File: config.mk
export PLATFORM = sky130hd
export DESIGN_NAME = mac_sequencer
export DESIGN_NICKNAME = d
export VERILOG_FILES = /design/src/rtl/mac_sequencer.sv
export SDC_FILE = /design/constraint.sdc
export NUM_CORES = 1
export LEC_CHECK = 0
export BUFFER_PORTS_ARGS = -buffer_cell sky130_fd_sc_hd__buf_4
export CORE_ASPECT_RATIO = 0.7
export CORE_MARGIN = 2
export CORE_UTILIZATION = 30
export CTS_CLUSTER_DIAMETER = 30
export DETAILED_ROUTE_END_ITERATION = 6
export SLEW_MARGIN = 5
export SYNTH_ARGS = -nofsm -noshare
export SYNTH_HDL_FRONTEND = slang
export SYNTH_SLANG_ARGS = --single-unit
File: constraint.sdc
create_clock -name clk -period 6.3 [get_ports clk]
set_input_delay 0.63 -clock clk [delete_from_list [all_inputs] [get_ports clk]]
set_output_delay 0.63 -clock clk [all_outputs]
set_load 0.01 [all_outputs]
File: src/rtl/mac_sequencer.sv
// Sequences the multiply-accumulate of snapshotted weight and data words,
// emitting one dot product per vector over a valid/ready handshake.
module mac_sequencer #(
   parameter int ACC_W  = 18,
   parameter int SIGNED = 1
) (
   input  logic             clk,
   input  logic             rst_n,
   input  logic [31:0]      weights,
   input  logic [127:0]     data,
   input  logic             start,
   input  logic             abort,
   output logic             busy,
   output logic             result_valid,
   input  logic             result_ready,
   output logic [ACC_W-1:0] result_data,
   output logic [1:0]       result_idx,
   output logic             done
);

   localparam logic [1:0] ST_IDLE = 2'd0;
   localparam logic [1:0] ST_MAC  = 2'd1;
   localparam logic [1:0] ST_OUT  = 2'd2;
   localparam logic [1:0] ST_DONE = 2'd3;

   logic [1:0]       state_r;
   logic [31:0]      w_snap_r;
   logic [127:0]     d_snap_r;
   logic [1:0]       v_r;
   logic [1:0]       e_r;
   logic [ACC_W-1:0] acc_r;
   logic [ACC_W-1:0] result_data_r;
   logic [1:0]       result_idx_r;
   logic             result_valid_r;
   logic             busy_r;
   logic             done_r;
   logic [ACC_W-1:0] term_s;
   logic [ACC_W-1:0] sum_s;

   // One 8x8 product extended to the accumulator width.
   function automatic logic [ACC_W-1:0] mac_term(input logic [7:0] a, input logic [7:0] b);
      logic signed [15:0] sp;
      logic [15:0]        up;
      sp = $signed(a) * $signed(b);
      up = a * b;
      if (SIGNED != 0) begin
         mac_term = {{(ACC_W-16){sp[15]}}, sp};
      end else begin
         mac_term = {{(ACC_W-16){1'b0}}, up};
      end
   endfunction

   // Current element product and running sum.
   always_comb begin
      term_s = mac_term(w_snap_r[{e_r, 3'b000} +: 8], d_snap_r[{v_r, e_r, 3'b000} +: 8]);
      sum_s  = acc_r + term_s;
   end

   // Sequencer state, operand snapshot and registered outputs.
   always_ff @(posedge clk or negedge rst_n) begin
      if (!rst_n) begin
         state_r        <= ST_IDLE;
         w_snap_r       <= 32'd0;
         d_snap_r       <= 128'd0;
         v_r            <= 2'd0;
         e_r            <= 2'd0;
         acc_r          <= {ACC_W{1'b0}};
         result_data_r  <= {ACC_W{1'b0}};
         result_idx_r   <= 2'd0;
         result_valid_r <= 1'b0;
         busy_r         <= 1'b0;
         done_r         <= 1'b0;
      end else if (abort && (state_r != ST_IDLE)) begin
         state_r        <= ST_IDLE;
         result_valid_r <= 1'b0;
         busy_r         <= 1'b0;
         done_r         <= 1'b0;
      end else begin
         case (state_r)
            ST_IDLE: begin
               done_r <= 1'b0;
               if (start && !abort) begin
                  w_snap_r <= weights;
                  d_snap_r <= data;
                  v_r      <= 2'd0;
                  e_r      <= 2'd0;
                  acc_r    <= {ACC_W{1'b0}};
                  busy_r   <= 1'b1;
                  state_r  <= ST_MAC;
               end else begin
                  busy_r <= 1'b0;
               end
            end
            ST_MAC: begin
               acc_r <= sum_s;
               e_r   <= e_r + 2'd1;
               if (e_r == 2'd3) begin
                  result_data_r  <= sum_s;
                  result_idx_r   <= v_r;
                  result_valid_r <= 1'b1;
                  state_r        <= ST_OUT;
               end else begin
                  state_r <= ST_MAC;
               end
            end
            ST_OUT: begin
               if (result_ready) begin
                  result_valid_r <= 1'b0;
                  if (v_r == 2'd3) begin
                     done_r  <= 1'b1;
                     state_r <= ST_DONE;
                  end else begin
                     v_r     <= v_r + 2'd1;
                     e_r     <= 2'd0;
                     acc_r   <= {ACC_W{1'b0}};
                     state_r <= ST_MAC;
                  end
               end else begin
                  state_r <= ST_OUT;
               end
            end
            ST_DONE: begin
               done_r  <= 1'b0;
               busy_r  <= 1'b0;
               state_r <= ST_IDLE;
            end
            default: begin
               result_valid_r <= 1'b0;
               busy_r         <= 1'b0;
               done_r         <= 1'b0;
               state_r        <= ST_IDLE;
            end
         endcase
      end
   end

   assign busy         = busy_r;
   assign result_valid = result_valid_r;
   assign result_data  = result_data_r;
   assign result_idx   = result_idx_r;
   assign done         = done_r;

endmodule

==> results of run 1 <==
==> worst max path at each step <==
| stage | from | to | depth (start not counted) | slack [ns] |
|---|---|---|---|---|
| detailed placement | e_r[0] | acc_r[17] | 24 | -0.84 |
| global placement | e_r[0] | acc_r[17] | 27 | -0.75 |
| finish | e_r[0] | result_data[15] | 29 | -0.72 |
| CTS | e_r[0] | acc_r[17] | 29 | -0.68 |
| global route | e_r[0] | result_data[15] | 30 | -0.98 |
| floorplan | e_r[0] | acc_r[17] | 27 | -0.33 |
==> area by class of cell <==
class | count | area, um2 | area share [%]
tap | 544 | 680.7 | 3.950
sequential | 207 | 5182 | 30.08
clock inverter | 19 | 249.0 | 1.445
timing repair buffer | 304 | 2454 | 14.24
clock buffer | 49 | 1065 | 6.179
inverter | 101 | 381.6 | 2.215
multi-input combinational | 636 | 7219 | 41.90
==> worst register-to-register path: cells and delay by family (launching register included) <==
kind                     cells  cell delay (ns)
adder cells (fa/ha/maj)      6             2.58
flip-flops                   1             0.38
AND/OR/NAND/NOR              4             0.55
buffers and inverters        7             0.61
AO/OA/AOI/OAI                7             1.02
XOR/XNOR                     2             0.32
multiplexers                 3             1.44
==> cells in the mapped netlist (all sizes together), types with 4 or more instances <==
master	instances	share of area [%]
o21ai	24	1.0
buf	10	0.62
nand2b	6	0.30
nor3	6	0.24
fa	56	9.1
a21o	5	0.30
dfrtp	207	42
and2	44	2.3
xor2	7	0.50
a21oi	31	1.3
nand2	70	2.1
o21bai	6	0.37
nand3	11	0.45
xnor2	21	1.5
clkbuf	28	0.85
a22o	10	0.71
ha	52	5.3
mux4	47	8.8
mux2	169	15
nor2	25	0.78
or2	4	0.20
inv	101	3.1
==> logic make-up after synthesis <==
kind of cell / Yosys count
compound gates: 101
xor+xnor: 29
fa+ha+maj: 108
buf+inv: 139
flops: 207
mux: 217
simple gates: 181
==> routing by layer <==
metal	wire [um]	up-vias	GRT usage [%]
li1	-	4050	-
met1	15720	4446	23.13
met2	14520	257	23.35
met3	2745	47	5.310
met4	570	0	3.889
met5	0	-	0
==> repair_timing <==
action | 4_1_cts | 5_1_grt
setup buffers | 30 | 4
setup endpoints to repair | 18 | 20
pin swaps | 61 | 23
hold buffers | 0 | 0
resized for setup | 93 | 25
==> placed cells by master (no fill, tap or decap), types with 4 or more instances in the layout <==
cell / Yosys / layout
dfrtp_1: 207 / 205
a21oi_1: 31 / 20
nand2b_1: 6 / 4
nand3_1: 11 / 9
inv_1: 101 / 87
clkinvlp_4: 0 / 5
xnor2_2: 0 / 4
ha_1: 52 / 31
mux2_2: 169 / 166
and2_4: 1 / 14
and2_1: 42 / 30
buf_4: 0 / 281
xor2_1: 7 / 5
ha_2: 0 / 6
a22o_1: 10 / 10
buf_12: 1 / 9
nand2_1: 70 / 66
inv_6: 0 / 6
clkbuf_8: 0 / 4
clkbuf_1: 28 / 6
nor2_1: 24 / 21
a21o_1: 5 / 5
o21bai_1: 6 / 6
xnor2_1: 21 / 15
o21ai_1: 1 / 6
inv_2: 0 / 13
fa_2: 0 / 5
bufinv_16: 0 / 4
mux4_2: 41 / 45
nor3_1: 6 / 4
clkbuf_16: 0 / 40
fa_1: 56 / 51
ha_4: 0 / 15
buf_6: 1 / 12
o21ai_0: 22 / 13
a21oi_2: 0 / 11
==> metrics by stage <==
step                      worst slack [ns]  hold slack [ns]  util [%]  cells  TNS, ns
after floorplan                    -0.3320           0.3344         -    982  -0.4667
after global placement             -0.7498           0.4569     37.28   1762   -7.698
after detailed placement           -0.8366           0.4650     37.28   1762   -8.032
after CTS                          -0.6819           0.2079     42.03   1858   -6.940
after global routing               -0.9765           0.2297     42.31   1860   -12.19
final                              -0.7154           0.1810     42.31   1860   -7.312
==> sequential cells by signal, indices dropped and copies added (netlist names) <==
| register | count |
|---|---|
| v_r | 2 |
| d_snap_r | 128 |
| acc_r | 18 |
| e_r | 2 |
| result_valid | 1 |
| result_data | 18 |
| result_idx | 2 |
| state_r | 2 |
| done | 1 |
| busy | 1 |
| w_snap_r | 32 |
==> reports/results.tsv, run 1 <==
stage	metric	value	unit
yosys	synthAdderAreaFrac	14.39	%
global_routing	grt_overflow	0	
die	fp.dieW	246.1	um
die	dieArea	42710	um2
clock_network	root_buffer	clkbuf_16	
yosys	synthXorXnorAreaFrac	2.175	%
global_routing	grt.total_usage	16.10	%
sta	max_freq	0.1425	GHz
die	coreArea	40730	um2
critical_path	r2r_cells	29	
yosys	yosysUniqueCellTypes	58	
placed_design	io_buffers	187	
detailed_routing	ant_nets	0	
clock_network	cts_tree	done	
critical_path	max_stage_delay	0.59	ns
yosys	synth_compound_area_share	5.254	%
yosys	syn_area	12310	um2
job	maxCapViolCount	0	
global_routing	grt_max_degree	161	
sta	layout_setup_ws	-0.7154	ns
critical_path	slowest_stage	mux4_2	
yosys	async_reset_ff_share	100.0	%
yosys	seq_area_frac_synth	42.07	%
critical_path	required	6.71	ns
critical_path	cp.buffers_inverters	7	
clock_network	htree_levels	2	
yosys	synth-seq-cells	207	
critical_path	crit_arrival	7.42	ns
die	start_util	30.23	%
global_routing	grt_pass1_vias	9295	
sta	setup_viol	15	
run_status	violations	negative setup slack	
critical_path	crit_path_max_fanout	7	
detailed_routing	routed_wl	33560	um
sta	finalHoldViolations	0	
detailed_routing	firstDrtPassIters	5	
clock_network	clk_pin_slew	0.05	ns
clock_network	clock_latency	0.52	ns
critical_path	ff2ff_setup_slack	-0.72	ns
die	pin_count	188	
placed_design	dp_hpwl	24810	um
detailed_routing	drc	0	
critical_path	critPathTopFamily	adder cells	
detailed_routing	wl_per_cell	18.04	um
detailed_routing	viasPerCell	4.731	
sta	period_share	111.4	%
critical_path	crit_type	register to register	
layout	area_delta_synth_final	39.94	%
detailed_routing	vias	8800	
sta	drv_slew	0	
yosys	muxShareOfSynthArea	24.32	%
placed_design	place_area	15180	um2
sta	slew_headroom	17.39	%
clock_network	numCtsBuffers	39	
clock_network	cts_buffer_depth	3	
yosys	syn_avg_cell_area	12.54	um2
yosys	synth_top_family_by_area	multiplexers	
run_status	status	finished, violations left	
yosys	syn_nets	1255	
yosys	synth_warnings	0	
layout	final.fill_count	3776	
layout	layout-drive-gt1-share	53.04	%
yosys	synth-main-ff-cell	dfrtp_1	
critical_path	r2r-end	result_data[15]	
sta	rsz0062_at_grt	yes	
yosys	synth_simple_gate_area_share	7.245	%
sta	finalClockSkew	0.009008	ns
sta	finalCriticalPeriod	7.015	ns
layout	nets	1562	
global_routing	grt_pass1_wl	52900	um
clock_network	clock_sinks	207	
min_path	hold_class	primary input to asynchronous set/reset pin	
detailed_routing	drt-initial-drc-count	418	
yosys	synth_edf_count	0	
layout	fin_area	17230	um2
global_routing	antenna_found_initial	2	
sta	worst_slew_pin_slew	1.235	ns
placed_design	gp_congestion	0.8432	
die	placement_rows	62	
yosys	netlist_instances	982	
critical_path	worstSetupStartpointType	register	
critical_path	r2r_start	e_r[0]	
layout	n_antenna_cell	0	
die	fp.dieH	173.5	um
critical_path	cpMostUsedCell	fa_1	
critical_path	endpoint_kind	register	
Power of run 1 is left out: the tool's default activity adds up to more than one toggle a clock period on the data nets, which glitch-free logic cannot reach.
==> inputs of run 2 (changes only) <==
==> constraint.sdc (replaced) <==
create_clock -name clk -period 6.3 [get_ports clk]
set_input_delay 1.26 -clock clk [delete_from_list [all_inputs] [get_ports clk]]
set_output_delay 1.26 -clock clk [all_outputs]
set_load 0.01 [all_outputs]
==> reports/results.tsv, run 2 (synthesized netlist as in run 1, its figures left out) <==
stage	metric	value	unit
sta	finalClockSkew	0.01226	ns
clock_network	numCtsBuffers	37	
layout	largest_reg_flops	128	
critical_path	crit_arrival	7.50	ns
sta	drv_slew	0	
clock_network	htree_levels	2	
sta	max_freq	0.1414	GHz
critical_path	crit_type	register to register	
layout	layout-drive-gt1-share	52.25	%
die	coreArea	40730	um2
detailed_routing	routed_wl	33490	um
die	fp.dieW	246.1	um
die	dieArea	42710	um2
critical_path	cpMostUsedCell	fa_1	
detailed_routing	drc	0	
layout	n_antenna_cell	0	
sta	worst_slew_pin_slew	1.160	ns
placed_design	gp_congestion	0.8394	
sta	period_share	112.2	%
layout	layout_commonest_cell	buf_4	
min_path	hold_class	register to register	
layout	nets	1555	
critical_path	crit_path_max_fanout	6	
detailed_routing	viasPerCell	4.688	
sta	holdWs	0.4725	ns
detailed_routing	wl_per_cell	18.06	um
detailed_routing	vias	8697	
global_routing	grt_pass1_vias	9172	
placed_design	io_buffers	187	
layout	mostFrequentLayoutCells	buf_4, dfrtp_1, mux2_2	
placed_design	dp_hpwl	24610	um
global_routing	grt_max_degree	161	
run_status	violations	negative setup slack	
sta	layout_setup_ws	-0.7699	ns
die	start_util	30.23	%
layout	reg_top3	d_snap_r: 128 flops, w_snap_r: 32 flops	
sta	finalHoldViolations	0	
critical_path	max_stage_delay	0.58	ns
critical_path	worstSetupStartpointType	register	
clock_network	clock_sinks	207	
clock_network	cts_tree	done	
clock_network	root_buffer	clkbuf_16	
die	pin_count	188	
die	fp.dieH	173.5	um
detailed_routing	firstDrtPassIters	4	
clock_network	clk_pin_slew	0.05	ns
critical_path	slowest_stage	mux4_2	
detailed_routing	ant_nets	0	
job	maxCapViolCount	0	
sta	finalCriticalPeriod	7.070	ns
global_routing	grt_overflow	0	
clock_network	cts_buffer_depth	3	
clock_network	clock_latency	0.52	ns
sta	slew_headroom	22.41	%
layout	area_delta_synth_final	39.47	%
global_routing	antenna_found_initial	1	
run_status	status	finished, violations left	
sta	setup_viol	18	
layout	top_register	d_snap_r	
critical_path	endpoint_kind	register	
layout	final.fill_count	3794	
sta	rsz0062_at_grt	yes	
detailed_routing	drt-initial-drc-count	374	
global_routing	grt.total_usage	15.98	%
die	placement_rows	62	
global_routing	grt_pass1_wl	52900	um
critical_path	required	6.73	ns
[run 2: through the flow]
| step | setup WS (ns) | util [%] | area [um2] | TNS, ns | instances |
|---|---|---|---|---|---|
| 6_report | -0.7699 | 42.17 | 17170 | -7.103 | 1855 |
| 3_5_place_dp | -0.9502 | 37.28 | 15180 | -8.399 | 1762 |
| 3_3_place_gp | -0.7918 | 37.28 | 15180 | -7.918 | 1762 |
| 4_1_cts | -0.7783 | 41.62 | 16950 | -7.158 | 1848 |
| 2_1_floorplan | -0.3320 | - | 12550 | -0.4667 | 982 |
| 5_1_grt | -1.054 | 42.17 | 17170 | -11.63 | 1855 |
[run 2: cell type report]
class	instances	area (um2)	share of cell area, %
tap	544	680.7	3.964
inverter	101	379.1	2.208
sequential	207	5182	30.18
clock buffer	44	1005	5.851
timing repair buffer	299	2419	14.08
multi-input combinational	636	7176	41.79
clock inverter	24	331.6	1.931
[run 2: timing repair]
item                       CTS  global route
setup buffers               18             8
gates resized for setup     62            37
gates cloned                 0             0
pin swaps                   41            28
hold buffers                 0             0
setup endpoints to repair   18            20
[run 2: layer usage]
layer  up-vias  wire length (um)  global-route usage [%]
met2       203             14780                   23.47
li1       4038                 -                       -
met4         2               490                   3.460
met5         -                16                       0
met3        41              2135                   3.870
met1      4413             16070                   23.75
[run 2: worst paths after layout]
check	from	cells past startpoint	slack, ns	endpoint
max	e_r[0]	28	-0.77	acc_r[17]
min	result_data[1]	2	0.47	result_data[1]
max reg2reg	e_r[0]	28	-0.77	acc_r[17]
min reg2reg	result_data[1]	2	0.47	result_data[1]
max in group asynchronous	rst_n	2	4.24	e_r[1]
min in group asynchronous	rst_n	1	0.81	d_snap_r[78]
[run 2: critical path: cells and delay by family, from the launching register on]
kind,cells,cell delay [ns]
buf+inv,7,0.72
mux,2,1.04
compound gates,8,1.15
fa+ha+maj,6,2.40
flops,1,0.42
simple gates,5,1.24
Power of run 2 is left out for the same reason.
